==> config.mk <==
export PLATFORM = sky130hd
export DESIGN_NAME = game_director_flat
export DESIGN_NICKNAME = d
export VERILOG_FILES = /design/src/rtl/game_director_pkg.sv /design/src/rtl/game_director_if.sv /design/src/rtl/game_director_mixer.sv /design/src/rtl/game_director.sv /design/src/flat_wrapper.sv
export SDC_FILE = /design/constraint.sdc
export NUM_CORES = 1
export LEC_CHECK = 0
export ABC_CLOCK_PERIOD_IN_PS = 4600
export CORE_ASPECT_RATIO = 0.8
export CORE_MARGIN = 5
export CORE_UTILIZATION = 26
export DETAILED_ROUTE_END_ITERATION = 12
export SLEW_MARGIN = 20
export SYNTH_ARGS = -nofsm -noshare
export SYNTH_HDL_FRONTEND = slang
export SYNTH_SLANG_ARGS = --single-unit
==> constraint.sdc <==
create_clock -name clk -period 4.6 [get_ports clk]
set_clock_uncertainty 0.05 [all_clocks]
set_input_delay 0.69 -clock clk [delete_from_list [all_inputs] [get_ports clk]]
set_output_delay 0.69 -clock clk [all_outputs]
set_load 0.02 [all_outputs]
==> src/rtl/game_director_pkg.sv <==
// Shared types and constants for the Chip Invaders game director.
package game_director_pkg;

  typedef enum logic [1:0] {
    ATTRACT   = 2'd0,
    PLAYING   = 2'd1,
    HIT_PAUSE = 2'd2,
    GAME_OVER = 2'd3
  } game_state_t;

  typedef struct packed {
    logic [3:0] r;
    logic [3:0] g;
    logic [3:0] b;
  } rgb12_t;

  localparam rgb12_t CLR_BLACK   = 12'h000;
  localparam rgb12_t CLR_GREEN   = 12'h0F0;
  localparam rgb12_t CLR_MAGENTA = 12'hF0F;
  localparam rgb12_t CLR_WHITE   = 12'hFFF;
  localparam rgb12_t CLR_RED     = 12'hF00;

  // Layer 0 (player cannon) sits in the LSBs.
  localparam logic [4*12-1:0] DEFAULT_LAYER_RGB = {CLR_RED, CLR_WHITE, CLR_MAGENTA, CLR_GREEN};

  function automatic int max_int(input int a, input int b);
    return (a > b) ? a : b;
  endfunction

endpackage

==> src/rtl/game_director_if.sv <==
// Bundle of game events, video inputs and game/VGA outputs around game_director.
interface game_director_if
  import game_director_pkg::*;
#(
  parameter int N_LAYERS = 4,
  parameter int LIVES_W  = 2,
  parameter int SCORE_W  = 8,
  parameter int WAVE_W   = 4
) ();

  logic                hsync_in;
  logic                vsync_in;
  logic                display_on;
  logic [N_LAYERS-1:0] layer_on;
  logic                btn_start;
  logic                alien_hit;
  logic [7:0]          hit_points;
  logic                player_hit;
  logic                wave_cleared;

  game_state_t         state;
  logic                play_en;
  logic                frame_tick;
  logic [LIVES_W-1:0]  lives;
  logic [SCORE_W-1:0]  score;
  logic [WAVE_W-1:0]   wave;
  logic [3:0]          vga_r;
  logic [3:0]          vga_g;
  logic [3:0]          vga_b;
  logic                vga_hs;
  logic                vga_vs;

  modport master (
    output hsync_in, vsync_in, display_on, layer_on, btn_start,
           alien_hit, hit_points, player_hit, wave_cleared,
    input  state, play_en, frame_tick, lives, score, wave,
           vga_r, vga_g, vga_b, vga_hs, vga_vs
  );

  modport slave (
    input  hsync_in, vsync_in, display_on, layer_on, btn_start,
           alien_hit, hit_points, player_hit, wave_cleared,
    output state, play_en, frame_tick, lives, score, wave,
           vga_r, vga_g, vga_b, vga_hs, vga_vs
  );

endinterface

==> src/rtl/game_director_mixer.sv <==
// Priority sprite compositor: lowest-index active layer wins, layer 0 can be
// blanked for the hit-pause blink, and colour is registered together with the
// syncs so they leave on the same clock.
module layer_mixer
  import game_director_pkg::*;
#(
  parameter int                       N_LAYERS  = 4,
  parameter logic [N_LAYERS*12-1:0]   LAYER_RGB = {N_LAYERS{12'hFFF}},
  parameter rgb12_t                   BG_RGB    = CLR_BLACK,
  parameter logic                     SYNC_IDLE = 1'b1
) (
  input  logic                clk,
  input  logic                rst_n,
  input  logic                display_on,
  input  logic [N_LAYERS-1:0] layer_on,
  input  logic                mask_top,
  input  logic                hsync_in,
  input  logic                vsync_in,
  output rgb12_t              rgb,
  output logic                hs,
  output logic                vs
);

  logic [N_LAYERS-1:0] layer_eff;
  rgb12_t              pick;

  // Pick the colour of the highest-priority visible layer for this pixel.
  always_comb begin
    layer_eff    = layer_on;
    layer_eff[0] = layer_on[0] & ~mask_top;
    pick         = BG_RGB;
    for (int i = N_LAYERS - 1; i >= 0; i--) begin
      if (layer_eff[i]) pick = LAYER_RGB[i*12 +: 12];
    end
    if (!display_on) pick = CLR_BLACK;
  end

  // Register colour and syncs in the same stage to keep them aligned.
  always_ff @(posedge clk or negedge rst_n) begin
    if (!rst_n) begin
      rgb <= CLR_BLACK;
      hs  <= SYNC_IDLE;
      vs  <= SYNC_IDLE;
    end else begin
      rgb <= pick;
      hs  <= hsync_in;
      vs  <= vsync_in;
    end
  end

endmodule

==> src/rtl/game_director.sv <==
// Chip Invaders game state core: frame tick, game FSM with score/lives/wave
// bookkeeping, and the registered VGA compositor.
module game_director
  import game_director_pkg::*;
#(
  parameter int                     N_LAYERS         = 4,
  parameter logic [N_LAYERS*12-1:0] LAYER_RGB        = DEFAULT_LAYER_RGB,
  parameter rgb12_t                 BG_RGB           = CLR_BLACK,
  parameter int                     LIVES_INIT       = 3,
  parameter int                     LIVES_W          = 2,
  parameter int                     SCORE_W          = 8,
  parameter int                     WAVE_W           = 4,
  parameter int                     HIT_PAUSE_FRAMES = 60,
  parameter int                     OVER_HOLD_FRAMES = 120,
  parameter logic                   SYNC_IDLE        = 1'b1
) (
  input logic             clk,
  input logic             rst_n,
  game_director_if.slave  bus
);

  localparam int FC_W  = $clog2(max_int(HIT_PAUSE_FRAMES, OVER_HOLD_FRAMES) + 1);
  localparam int SUM_W = max_int(SCORE_W + 1, 9);
  localparam logic [FC_W-1:0]    PAUSE_LAST = FC_W'(HIT_PAUSE_FRAMES - 1);
  localparam logic [FC_W-1:0]    OVER_LAST  = FC_W'(OVER_HOLD_FRAMES - 1);
  localparam logic [SCORE_W-1:0] SCORE_MAX  = '1;

  game_state_t         state_q;
  logic                play_en_q;
  logic                frame_tick_q;
  logic                vsync_prev;
  logic [LIVES_W-1:0]  lives_q;
  logic [SCORE_W-1:0]  score_q;
  logic [WAVE_W-1:0]   wave_q;
  logic [FC_W-1:0]     frame_cnt;
  logic [SUM_W-1:0]    score_sum;
  logic [SCORE_W-1:0]  score_sat;
  logic                blink;
  rgb12_t              mix_rgb;

  // Saturating score add, widened so the carry out of the top bit is visible.
  always_comb begin
    score_sum = SUM_W'(score_q) + SUM_W'(bus.hit_points);
    score_sat = (score_sum > SUM_W'(SCORE_MAX)) ? SCORE_MAX : score_sum[SCORE_W-1:0];
  end

  // One-clock frame tick on each rising vsync; prev starts high so release is quiet.
  always_ff @(posedge clk or negedge rst_n) begin
    if (!rst_n) begin
      vsync_prev   <= 1'b1;
      frame_tick_q <= 1'b0;
    end else begin
      vsync_prev   <= bus.vsync_in;
      frame_tick_q <= bus.vsync_in & ~vsync_prev;
    end
  end

  // Game FSM with score, lives, wave and the per-state frame counter.
  always_ff @(posedge clk or negedge rst_n) begin
    if (!rst_n) begin
      state_q   <= ATTRACT;
      play_en_q <= 1'b0;
      lives_q   <= '0;
      score_q   <= '0;
      wave_q    <= '0;
      frame_cnt <= '0;
    end else begin
      case (state_q)
        ATTRACT: begin
          if (frame_tick_q && bus.btn_start) begin
            state_q   <= PLAYING;
            play_en_q <= 1'b1;
            lives_q   <= LIVES_W'(LIVES_INIT);
            score_q   <= '0;
            wave_q    <= '0;
            frame_cnt <= '0;
          end
        end
        PLAYING: begin
          if (bus.alien_hit) score_q <= score_sat;
          if (bus.wave_cleared) wave_q <= wave_q + 1'b1;
          if (bus.player_hit) begin
            lives_q   <= (lives_q != '0) ? lives_q - 1'b1 : '0;
            frame_cnt <= '0;
            play_en_q <= 1'b0;
            state_q   <= (lives_q <= LIVES_W'(1)) ? GAME_OVER : HIT_PAUSE;
          end
        end
        HIT_PAUSE: begin
          if (frame_tick_q) begin
            if (frame_cnt == PAUSE_LAST) begin
              state_q   <= PLAYING;
              play_en_q <= 1'b1;
              frame_cnt <= '0;
            end else begin
              frame_cnt <= frame_cnt + 1'b1;
            end
          end
        end
        GAME_OVER: begin
          if (frame_tick_q) begin
            if (frame_cnt == OVER_LAST) begin
              state_q   <= ATTRACT;
              frame_cnt <= '0;
            end else begin
              frame_cnt <= frame_cnt + 1'b1;
            end
          end
        end
      endcase
    end
  end

  // Cannon blinks during the hit pause, following bit 3 of the frame counter.
  always_comb begin
    blink = (state_q == HIT_PAUSE) && ((frame_cnt & FC_W'(8)) != '0);
  end

  layer_mixer #(
    .N_LAYERS  (N_LAYERS),
    .LAYER_RGB (LAYER_RGB),
    .BG_RGB    (BG_RGB),
    .SYNC_IDLE (SYNC_IDLE)
  ) u_mixer (
    .clk        (clk),
    .rst_n      (rst_n),
    .display_on (bus.display_on),
    .layer_on   (bus.layer_on),
    .mask_top   (blink),
    .hsync_in   (bus.hsync_in),
    .vsync_in   (bus.vsync_in),
    .rgb        (mix_rgb),
    .hs         (bus.vga_hs),
    .vs         (bus.vga_vs)
  );

  assign bus.state      = state_q;
  assign bus.play_en    = play_en_q;
  assign bus.frame_tick = frame_tick_q;
  assign bus.lives      = lives_q;
  assign bus.score      = score_q;
  assign bus.wave       = wave_q;
  assign bus.vga_r      = mix_rgb.r;
  assign bus.vga_g      = mix_rgb.g;
  assign bus.vga_b      = mix_rgb.b;

endmodule

==> src/flat_wrapper.sv <==
// flat-port wrapper written by rule: the top's interface ports become plain ports
module game_director_flat import game_director_pkg::*;
#(
  parameter int                     N_LAYERS         = 4,
  parameter logic [N_LAYERS*12-1:0] LAYER_RGB        = DEFAULT_LAYER_RGB,
  parameter rgb12_t                 BG_RGB           = CLR_BLACK,
  parameter int                     LIVES_INIT       = 3,
  parameter int                     LIVES_W          = 2,
  parameter int                     SCORE_W          = 8,
  parameter int                     WAVE_W           = 4,
  parameter int                     HIT_PAUSE_FRAMES = 60,
  parameter int                     OVER_HOLD_FRAMES = 120,
  parameter logic                   SYNC_IDLE        = 1'b1
)
  (clk, rst_n, bus_hsync_in, bus_vsync_in, bus_display_on, bus_layer_on, bus_btn_start, bus_alien_hit, bus_hit_points, bus_player_hit, bus_wave_cleared, bus_state, bus_play_en, bus_frame_tick, bus_lives, bus_score, bus_wave, bus_vga_r, bus_vga_g, bus_vga_b, bus_vga_hs, bus_vga_vs);
  game_director_if #(.N_LAYERS(N_LAYERS), .LIVES_W(LIVES_W), .SCORE_W(SCORE_W), .WAVE_W(WAVE_W)) bus_i ();
  input logic clk;
  input logic rst_n;
  input wire logic [$bits(bus_i.hsync_in)-1:0] bus_hsync_in;
  input wire logic [$bits(bus_i.vsync_in)-1:0] bus_vsync_in;
  input wire logic [$bits(bus_i.display_on)-1:0] bus_display_on;
  input wire logic [$bits(bus_i.layer_on)-1:0] bus_layer_on;
  input wire logic [$bits(bus_i.btn_start)-1:0] bus_btn_start;
  input wire logic [$bits(bus_i.alien_hit)-1:0] bus_alien_hit;
  input wire logic [$bits(bus_i.hit_points)-1:0] bus_hit_points;
  input wire logic [$bits(bus_i.player_hit)-1:0] bus_player_hit;
  input wire logic [$bits(bus_i.wave_cleared)-1:0] bus_wave_cleared;
  output wire logic [$bits(bus_i.state)-1:0] bus_state;
  output wire logic [$bits(bus_i.play_en)-1:0] bus_play_en;
  output wire logic [$bits(bus_i.frame_tick)-1:0] bus_frame_tick;
  output wire logic [$bits(bus_i.lives)-1:0] bus_lives;
  output wire logic [$bits(bus_i.score)-1:0] bus_score;
  output wire logic [$bits(bus_i.wave)-1:0] bus_wave;
  output wire logic [$bits(bus_i.vga_r)-1:0] bus_vga_r;
  output wire logic [$bits(bus_i.vga_g)-1:0] bus_vga_g;
  output wire logic [$bits(bus_i.vga_b)-1:0] bus_vga_b;
  output wire logic [$bits(bus_i.vga_hs)-1:0] bus_vga_hs;
  output wire logic [$bits(bus_i.vga_vs)-1:0] bus_vga_vs;
  assign bus_i.hsync_in = bus_hsync_in;
  assign bus_i.vsync_in = bus_vsync_in;
  assign bus_i.display_on = bus_display_on;
  assign bus_i.layer_on = bus_layer_on;
  assign bus_i.btn_start = bus_btn_start;
  assign bus_i.alien_hit = bus_alien_hit;
  assign bus_i.hit_points = bus_hit_points;
  assign bus_i.player_hit = bus_player_hit;
  assign bus_i.wave_cleared = bus_wave_cleared;
  assign bus_state = bus_i.state;
  assign bus_play_en = bus_i.play_en;
  assign bus_frame_tick = bus_i.frame_tick;
  assign bus_lives = bus_i.lives;
  assign bus_score = bus_i.score;
  assign bus_wave = bus_i.wave;
  assign bus_vga_r = bus_i.vga_r;
  assign bus_vga_g = bus_i.vga_g;
  assign bus_vga_b = bus_i.vga_b;
  assign bus_vga_hs = bus_i.vga_hs;
  assign bus_vga_vs = bus_i.vga_vs;
  game_director #(.N_LAYERS(N_LAYERS), .LAYER_RGB(LAYER_RGB), .BG_RGB(BG_RGB), .LIVES_INIT(LIVES_INIT), .LIVES_W(LIVES_W), .SCORE_W(SCORE_W), .WAVE_W(WAVE_W), .HIT_PAUSE_FRAMES(HIT_PAUSE_FRAMES), .OVER_HOLD_FRAMES(OVER_HOLD_FRAMES), .SYNC_IDLE(SYNC_IDLE)) u_core (.clk(clk), .rst_n(rst_n), .bus(bus_i));
endmodule
==> impl_metrics.json, run 1 <==
{
  "clkTransAtPathRegs_ns": 0.06,
  "ys_seq_elements": 30,
  "p_per_area_mw_per_mm2": 287,
  "clock_tree.root_cell": "clkbuf_8",
  "synth_flop_cell": "dfrtp_1",
  "path_cells": "clkdlybuf4s50_1, ha_1, inv_1, fa_1, nor2b_1, o21ai_0, a31oi_1, inv_1, a31oi_1",
  "drv_slew": 0,
  "ys.warnings.count": 0,
  "drt-pass1-iter-count": 4,
  "die_h_um": 85.4,
  "area_delta_synth_final_pct": 35.3,
  "drtIter0Drc": 104,
  "critPathArrivalTime_ns": 2.78,
  "seq_area_um2": 753,
  "crit_type": "primary input to flip-flop",
  "fin_crit_ns": 2.63,
  "finalHoldViolations": 0,
  "drive_above_1_share": 0.0562,
  "multiInputGateArea_um2": 976,
  "std_cell_rows": 27,
  "ys_types": 45,
  "ir_drop_mv": 0.110,
  "grt_pass1_wl_um": 7630,
  "synth_area_mm2": 0.00185,
  "ant_nets": 0,
  "nets": 280,
  "viasPerCell": 4.69,
  "grt_max_degree": 31,
  "grt_pass1_vias": 1580,
  "drc": 0,
  "dp_hpwl_um": 3490,
  "synth-edff-count": 0,
  "status": "finished clean",
  "crit_fanout": 4,
  "final_common_cell": "clkdlybuf4s50_1",
  "vias": 1576,
  "start_util": 0.268,
  "antenna_found_initial": 0,
  "fmax_mhz": 380,
  "rsz0062_at_grt": "false",
  "hold_class": "flip-flop to flip-flop",
  "post-route-period-util": 0.571,
  "worst_pin_slew_ns": 0.552,
  "yosys-top-cells-area": "dfrtp_1, ha_1, buf_4, a21oi_1, nor2_1",
  "syn-num-nets": 234,
  "crit_path_end_kind": "flip-flop",
  "avgSynthCellArea_um2": 9.14,
  "grt_overflow": 0,
  "slew_headroom": 0.632,
  "numPortBuffers": 52,
  "clkLatencyLatePin_ns": 0.28,
  "clk_path_buf_depth": 2,
  "gp_congestion": 0.803,
  "cp_slowest_stage_delay_ns": 0.45,
  "setup_ws_ns": 1.97,
  "synth_top_cell_by_area": "dfrtp_1",
  "wl_per_cell_um": 13.5,
  "cts_tree": "yes",
  "synthArstFlopShare": 1.00,
  "worstSetupStartpointType": "primary input",
  "track_usage": 0.104,
  "cts_resized": 0,
  "cap_violations": 0,
  "antenna_cells": 0,
  "core-area_mm2": 0.00689,
  "leakage_uw": 0.00108,
  "crit_required_ns": 4.75,
  "postCtsHoldBufs": 0,
  "ys_seq_area_frac": 0.408,
  "drt-total-wl_um": 4530,
  "synth_cells": 202,
  "h-tree-depth": 2,
  "tns_ns": 0,
  "setup_violations": 0,
  "numCtsBuffers": 5,
  "dieArea_mm2": 0.00890,
  "cts_setup_buffers": 0,
  "dp_slack_ns": 1.67,
  "worst_path_max_delay_cell": "clkdlybuf4s50_1",
  "die-width_um": 104,
  "synth_top_area_share": 0.379,
  "io_pins": 53,
  "fillers": 731,
  "final_cell_mix": "clkdlybuf4s50_1, dfrtp_1, nor2_1, nand2_1, a21oi_1",
  "cts.sinks": 30
}
[synth_stat cells, types with 3 or more instances]
library cell  count
nand2b_1          5
a22o_1            6
ha_1             10
a21oi_1          14
o21ai_1           3
mux2i_1           3
nor2b_1           5
dfrtp_1          28
nand3_1          10
a21boi_0          3
o21ai_0          11
a31oi_1           6
inv_1             7
clkbuf_1          3
and3_1            4
nor3_1            6
buf_4            10
xor2_1            4
nor2_1           17
nand2_1          14
[worst max-delay path: cells and delay by family]
family / cells / cell delay (ns)
compound gates: 3 / 0.69
fa+ha+maj: 2 / 0.57
buf+inv: 3 / 0.66
simple gates: 1 / 0.17
[path summary, 6_finish.rpt]
check	start	to	slack, ns	cells after the start
setup / recovery	bus_hit_points[0]	u_core.bus.score[1]	1.97	9
setup reg to reg	u_core.bus.score[0]	u_core.bus.score[1]	2.43	8
hold / removal	u_core.vsync_prev	u_core.bus.frame_tick	0.45	1
min in group asynchronous	rst_n	u_core.u_mixer.rgb[10]	0.74	2
hold reg to reg	u_core.vsync_prev	u_core.bus.frame_tick	0.45	1
max in group asynchronous	rst_n	u_core.vsync_prev	3.44	2
[power by group]
group          internal, uW  switching, uW
Clock                   162           96.6
Sequential              287           29.7
Combinational          75.6           66.8
[cells by family (layout without fill, tap and decap cells)]
family | count (synthesis) | after routing | synth area share
buf+inv | 21 | 68 | 0.0637
fa+ha+maj | 11 | 11 | 0.0786
flops | 30 | 30 | 0.408
mux | 4 | 4 | 0.0224
simple gates | 74 | 74 | 0.207
xor+xnor | 5 | 5 | 0.0237
compound gates | 57 | 57 | 0.197
[sequential cells by signal, summed over array words and instances, names as in the netlist]
signal,cells
u_core.u_mixer.hs,1
u_core.frame_cnt,7
u_core.u_mixer.rgb,3
u_core.bus.lives,2
u_core.bus.state,2
u_core.bus.play_en,1
u_core.bus.frame_tick,1
u_core.bus.wave,4
u_core.bus.score,8
u_core.vsync_prev,1
[cell type report]
class | instances | area share
Multi-Input combinational cell | 151 | 0.391
Sequential cell | 30 | 0.301
Timing Repair Buffer | 53 | 0.211
Tap cell | 87 | 0.0436
Clock buffer | 7 | 0.0305
Clock inverter | 1 | 0.0120
Inverter | 7 | 0.0105
[through the flow]
step | utilization | hold slack (ns) | instances | area (um2) | total power (uW)
2_1_floorplan | - | 0.344 | 202 | 1850 | 406
3_3_place_gp | 0.347 | 0.437 | 328 | 2390 | 464
3_5_place_dp | 0.347 | 0.436 | 328 | 2390 | 466
4_1_cts | 0.363 | 0.452 | 336 | 2500 | 730
5_1_grt | 0.363 | 0.497 | 336 | 2500 | 761
6_report | 0.363 | 0.447 | 336 | 2500 | 718
[layer usage]
layer  GRT usage  up-vias  part of all wire
met5           0        -                 0
met4      0.0353        0             0.012
met3      0.0441        7             0.074
met2       0.150       42              0.41
met1       0.141      719              0.50
li1            -      808                 -
No activity file was read; power rests on OpenSTA's default activity.
==> run 2, diff against run 1 <==
ABC_CLOCK_PERIOD_IN_PS = 2400   (was 4600)
clock period = 2.4 ns   (was 4.6 ns; I/O delays follow)
==> run 2 against run 1 <==
Net effect: utilization up 0.22 points; power up 80%; critical path depth unchanged; worst hold slack worse by 0.029 ns; clock-buffer cell count unchanged; worst setup slack worse by 1.8 ns; sequential power up 91%; critical path type unchanged; largest power group unchanged.
==> impl_metrics.json, run 2 (same netlist as run 1, synthesis figures left out) <==
{
  "ir_drop_mv": 0.231,
  "crit_type": "primary input to flip-flop",
  "clkLatencyLatePin_ns": 0.28,
  "total_power_uw": 1300,
  "start_util": 0.268,
  "final_common_cell": "clkdlybuf4s50_1",
  "fmax_mhz": 456,
  "grt_max_degree": 31,
  "seq_area_um2": 753,
  "wl_met3_um": 353,
  "numPortBuffers": 52,
  "wl_met1_um": 2230,
  "numCtsBuffers": 5,
  "largest_reg_flops": 8,
  "dieArea_mm2": 0.00890,
  "hold_class": "primary input to asynchronous set/reset pin",
  "instances_no_fill": 340,
  "antenna_found_initial": 0,
  "routed.top_layer": "met4",
  "cts.sinks": 30,
  "crit_required_ns": 2.54,
  "drt-total-wl_um": 4550,
  "wl_per_cell_um": 13.4,
  "cts_resized": 0,
  "die-width_um": 104,
  "final_cell_mix": "clkdlybuf4s50_1, dfrtp_1, nor2_1, nand2_1, a21oi_1",
  "die_h_um": 85.4,
  "rsz0062_at_grt": "false",
  "track_usage": 0.105,
  "grt_overflow": 0,
  "postCtsHoldBufs": 0,
  "crit_path_end_kind": "flip-flop",
  "drv_slew": 0,
  "clock_tree.root_cell": "clkbuf_8",
  "leakage_uw": 0.00109,
  "grt_pass1_vias": 1588,
  "status": "finished clean",
  "dp_hpwl_um": 3490,
  "clkTransAtPathRegs_ns": 0.06,
  "clk_path_buf_depth": 2,
  "viasPerCell": 4.81,
  "worstSetupStartpointType": "primary input",
  "critPathArrivalTime_ns": 2.33,
  "crit_fanout": 4,
  "drc": 0,
  "multiInputGateArea_um2": 976,
  "cts_tree": "yes",
  "drtIter0Drc": 114,
  "gp_congestion": 0.821,
  "setup_violations": 0,
  "slew_headroom": 0.627,
  "ant_nets": 0,
  "wl_met2_um": 1930,
  "cts_setup_buffers": 0,
  "r2r_slack_ns": 0.35,
  "fillers": 718,
  "vias": 1634,
  "core-area_mm2": 0.00689,
  "post-route-period-util": 0.913,
  "drive_above_1_share": 0.0751,
  "nets": 284,
  "finalHoldViolations": 0,
  "p_per_area_mw_per_mm2": 515,
  "h-tree-depth": 2,
  "io_pins": 53,
  "antenna_cells": 0,
  "std_cell_rows": 27,
  "placed_cells": 332,
  "fin_crit_ns": 2.19,
  "worst_pin_slew_ns": 0.559,
  "grt_pass1_wl_um": 7780,
  "drt-pass1-iter-count": 4,
  "area_delta_synth_final_pct": 36.1,
  "cap_violations": 0
}
[run 2: cell count changes in the layout (fill, tap and decap cells not counted)]
| cell | before | now |
|---|---|---|
| clkbuf_8 | 5 | 6 |
| clkinv_2 | 0 | 1 |
| clkbuf_1 | 2 | 1 |
| buf_4 | 1 | 5 |
| bufinv_16 | 1 | 0 |
[run 2: critical path: stages]
cell and delay, ns:
clkdlybuf4s50_1 0.46, ha_1 0.16, inv_1 0.06, fa_1 0.40
nor2b_1 0.16, o21ai_0 0.15, a31oi_1 0.28, inv_1 0.13
o211ai_1 0.17
[run 2: final cells by class]
class / instances / area share
multi-input combinational: 151 / 0.388
clock inverter: 1 / 0.00199
timing repair buffer: 57 / 0.222
tap: 87 / 0.0433
sequential: 30 / 0.300
clock buffer: 7 / 0.0343
inverter: 7 / 0.0105
[run 2: worst paths after layout]
path	from	end	depth (start not counted)
max reg2reg	u_core.bus.score[0]	u_core.bus.score[5]	8
max	bus_hit_points[0]	u_core.bus.score[5]	9
min in group clk	bus_hsync_in	u_core.u_mixer.hs	1
max in group asynchronous	rst_n	u_core.vsync_prev	2
min	rst_n	u_core.u_mixer.rgb[10]	2
min reg2reg	u_core.vsync_prev	u_core.bus.frame_tick	1
[run 2: power by group]
group          leakage, uW  internal (uW)  total [uW]  switching, uW
Combinational     0.000647            145         274            129
Sequential        0.000395            551         606           55.3
Clock            0.0000482            231         415            184
Total              0.00109            927        1300            368
[run 2: through the flow]
step / hold WS (ns) / utilization / worst slack, ns / setup TNS (ns) / area, um2
finish: 0.418 / 0.365 / 0.209 / 0 / 2510
global route: 0.435 / 0.365 / 0.119 / 0 / 2510
CTS: 0.436 / 0.365 / 0.224 / 0 / 2510
detailed placement: 0.439 / 0.351 / -0.0613 / -0.287 / 2420
global placement: 0.438 / 0.351 / 0.0480 / 0 / 2420
floorplan: 0.0144 / - / 0.425 / 0 / 1850
[run 2: layer usage]
| layer | up-vias | global-route usage |
|---|---|---|
| met3 | 4 | 0.0456 |
| met2 | 45 | 0.156 |
| li1 | 821 | - |
| met1 | 764 | 0.139 |
| met5 | - | 0 |
| met4 | 0 | 0.0259 |
==> run 3, diff against run 2 <==
CORE_ASPECT_RATIO = 2   (was 0.8)
RECOVER_POWER = 50   (was not set)
==> run 3 against run 2 <==
Net effect: worst hold slack improved by 0.041 ns; clock-buffer cell count did not move; register-to-register slack improved by 0.07 ns; worst setup slack improved by 0.080 ns.
==> impl_metrics.json, run 3 (same netlist as run 1, synthesis figures left out) <==
{
  "core-area_mm2": 0.00694,
  "h-tree-depth": 2,
  "final_common_cell": "clkdlybuf4s50_1",
  "clkTransAtPathRegs_ns": 0.05,
  "gp_congestion": 0.792,
  "ant_nets": 0,
  "hold_path_depth": 1,
  "start_util": 0.266,
  "tns_ns": 0,
  "drv_slew": 0,
  "crit_path_end_kind": "flip-flop",
  "rr_startpoint": "u_core.bus.score[0]",
  "instances_no_fill": 344,
  "cp_top_family": "buffers and inverters",
  "numPortBuffers": 52,
  "drive_above_1_share": 0.0787,
  "drtIter0Drc": 54,
  "crit_type": "primary input to flip-flop",
  "cp_num_buf_inv": 3,
  "worst_path_max_delay_cell": "clkdlybuf4s50_1",
  "vias": 1647,
  "leakage_uw": 0.00113,
  "r2r_slack_ns": 0.42,
  "std_cell_rows": 43,
  "critPathArrivalTime_ns": 2.26,
  "slew_headroom": 0.479,
  "cp_slowest_stage_delay_ns": 0.45,
  "fmax_mhz": 474,
  "cts_tree": "yes",
  "dieArea_mm2": 0.00899,
  "cts_setup_buffers": 0,
  "drc": 0,
  "clock_tree.root_cell": "clkbuf_16",
  "post-route-period-util": 0.880,
  "io_pins": 53,
  "placed_cells": 336,
  "antenna_cells": 0,
  "cts_resized": 0,
  "rsz0062_at_grt": "false",
  "grt_overflow": 0,
  "postCtsHoldBufs": 0,
  "status": "finished clean",
  "grt_pass1_wl_um": 7780,
  "reg2reg_depth": 8,
  "fillers": 704,
  "hold_path_end": "u_core.bus.frame_tick",
  "finalHoldViolations": 0,
  "clkLatencyLatePin_ns": 0.27,
  "track_usage": 0.111,
  "crit_required_ns": 2.55,
  "hold_start": "u_core.vsync_prev",
  "cts.sinks": 30,
  "die_h_um": 129,
  "ir_drop_mv": 0.278,
  "grt_max_degree": 31,
  "clk_path_buf_depth": 2,
  "setup_violations": 0,
  "wl_per_cell_um": 14.3,
  "path_cells": "clkdlybuf4s50_1, ha_1, inv_1, fa_1, nor2b_1, o21ai_0, a31oi_1, inv_1, a31oi_1",
  "cap_violations": 0,
  "crit_fanout": 4,
  "regToRegEndpoint": "u_core.bus.score[1]",
  "viasPerCell": 4.79,
  "hold_class": "flip-flop to flip-flop",
  "fin_crit_ns": 2.11,
  "worst_pin_slew_ns": 0.781,
  "worstSetupStartpointType": "primary input",
  "die-width_um": 69.6,
  "total_power_uw": 1510,
  "drt-pass1-iter-count": 4,
  "final_cell_mix": "clkdlybuf4s50_1, dfrtp_1, nor2_1, nand2_1, a21oi_1",
  "numCtsBuffers": 5,
  "antenna_found_initial": 0,
  "drt-total-wl_um": 4930,
  "largest_reg_flops": 8,
  "grt_pass1_vias": 1610,
  "nets": 285,
  "area_delta_synth_final_pct": 39.6,
  "p_per_area_mw_per_mm2": 587,
  "dp_hpwl_um": 3830
}
==> run 3: cell count changes in the layout (fill, tap and decap cells not counted), sizes merged <==
| cell | previous run | this run |
|---|---|---|
| clkbuf | 7 | 8 |
| clkdlybuf4s50 | 52 | 46 |
| dlygate4sd3 | 0 | 6 |
==> run 3: layout make-up <==
type                       count  area [um2]  area share
sequential                    30         753       0.292
inverter                       7        26.3      0.0102
tap                           90         113      0.0437
clock buffer                   7         143      0.0553
clock inverter                 1        5.00     0.00194
timing repair buffer          58         563       0.218
multi-input combinational    151         976       0.378
==> run 3: power by group <==
group | switching [uW] | total [uW] | leakage, uW | internal [uW]
Sequential | 61.1 | 613 | 0.000395 | 552
Clock | 219 | 629 | 0.0000739 | 411
Combinational | 128 | 271 | 0.000660 | 143
==> run 3: through the flow <==
stage	util	hold slack (ns)	instance area (um2)	worst slack, ns
floorplan	-	0.0144	1850	0.425
global placement	0.351	0.444	2430	0.0262
detailed placement	0.351	0.451	2430	0.0156
CTS	0.372	0.434	2580	0.294
global route	0.372	0.486	2580	0.140
finish	0.372	0.459	2580	0.289
==> run 3: worst max path at each step <==
stage	depth (start not counted)	to	slack, ns	from
after floorplan	8	u_core.bus.score[5]	0.42	u_core.bus.score[0]
after global placement	10	u_core.bus.score[2]	0.03	bus_hit_points[0]
after detailed placement	10	u_core.bus.score[2]	0.02	bus_hit_points[0]
after CTS	9	u_core.bus.score[5]	0.29	bus_hit_points[0]
after global routing	10	u_core.bus.score[2]	0.14	bus_hit_points[0]
final	9	u_core.bus.score[1]	0.29	bus_hit_points[0]
==> run 3: routing by layer <==
metal,up-vias,wire (um),global-route usage
li1,824,-,-
met2,30,2840,0.220
met3,7,152,0.0241
met4,0,114,0.0552
met5,-,0,0
met1,786,1830,0.106
==> run 3: worst register-to-register path: stages, from the launching register on <==
cell	delay [ns]
dfrtp_1	0.38
ha_1	0.20
inv_1	0.06
fa_1	0.39
nor2b_1	0.15
o21ai_0	0.14
a31oi_1	0.24
inv_1	0.13
a31oi_1	0.17
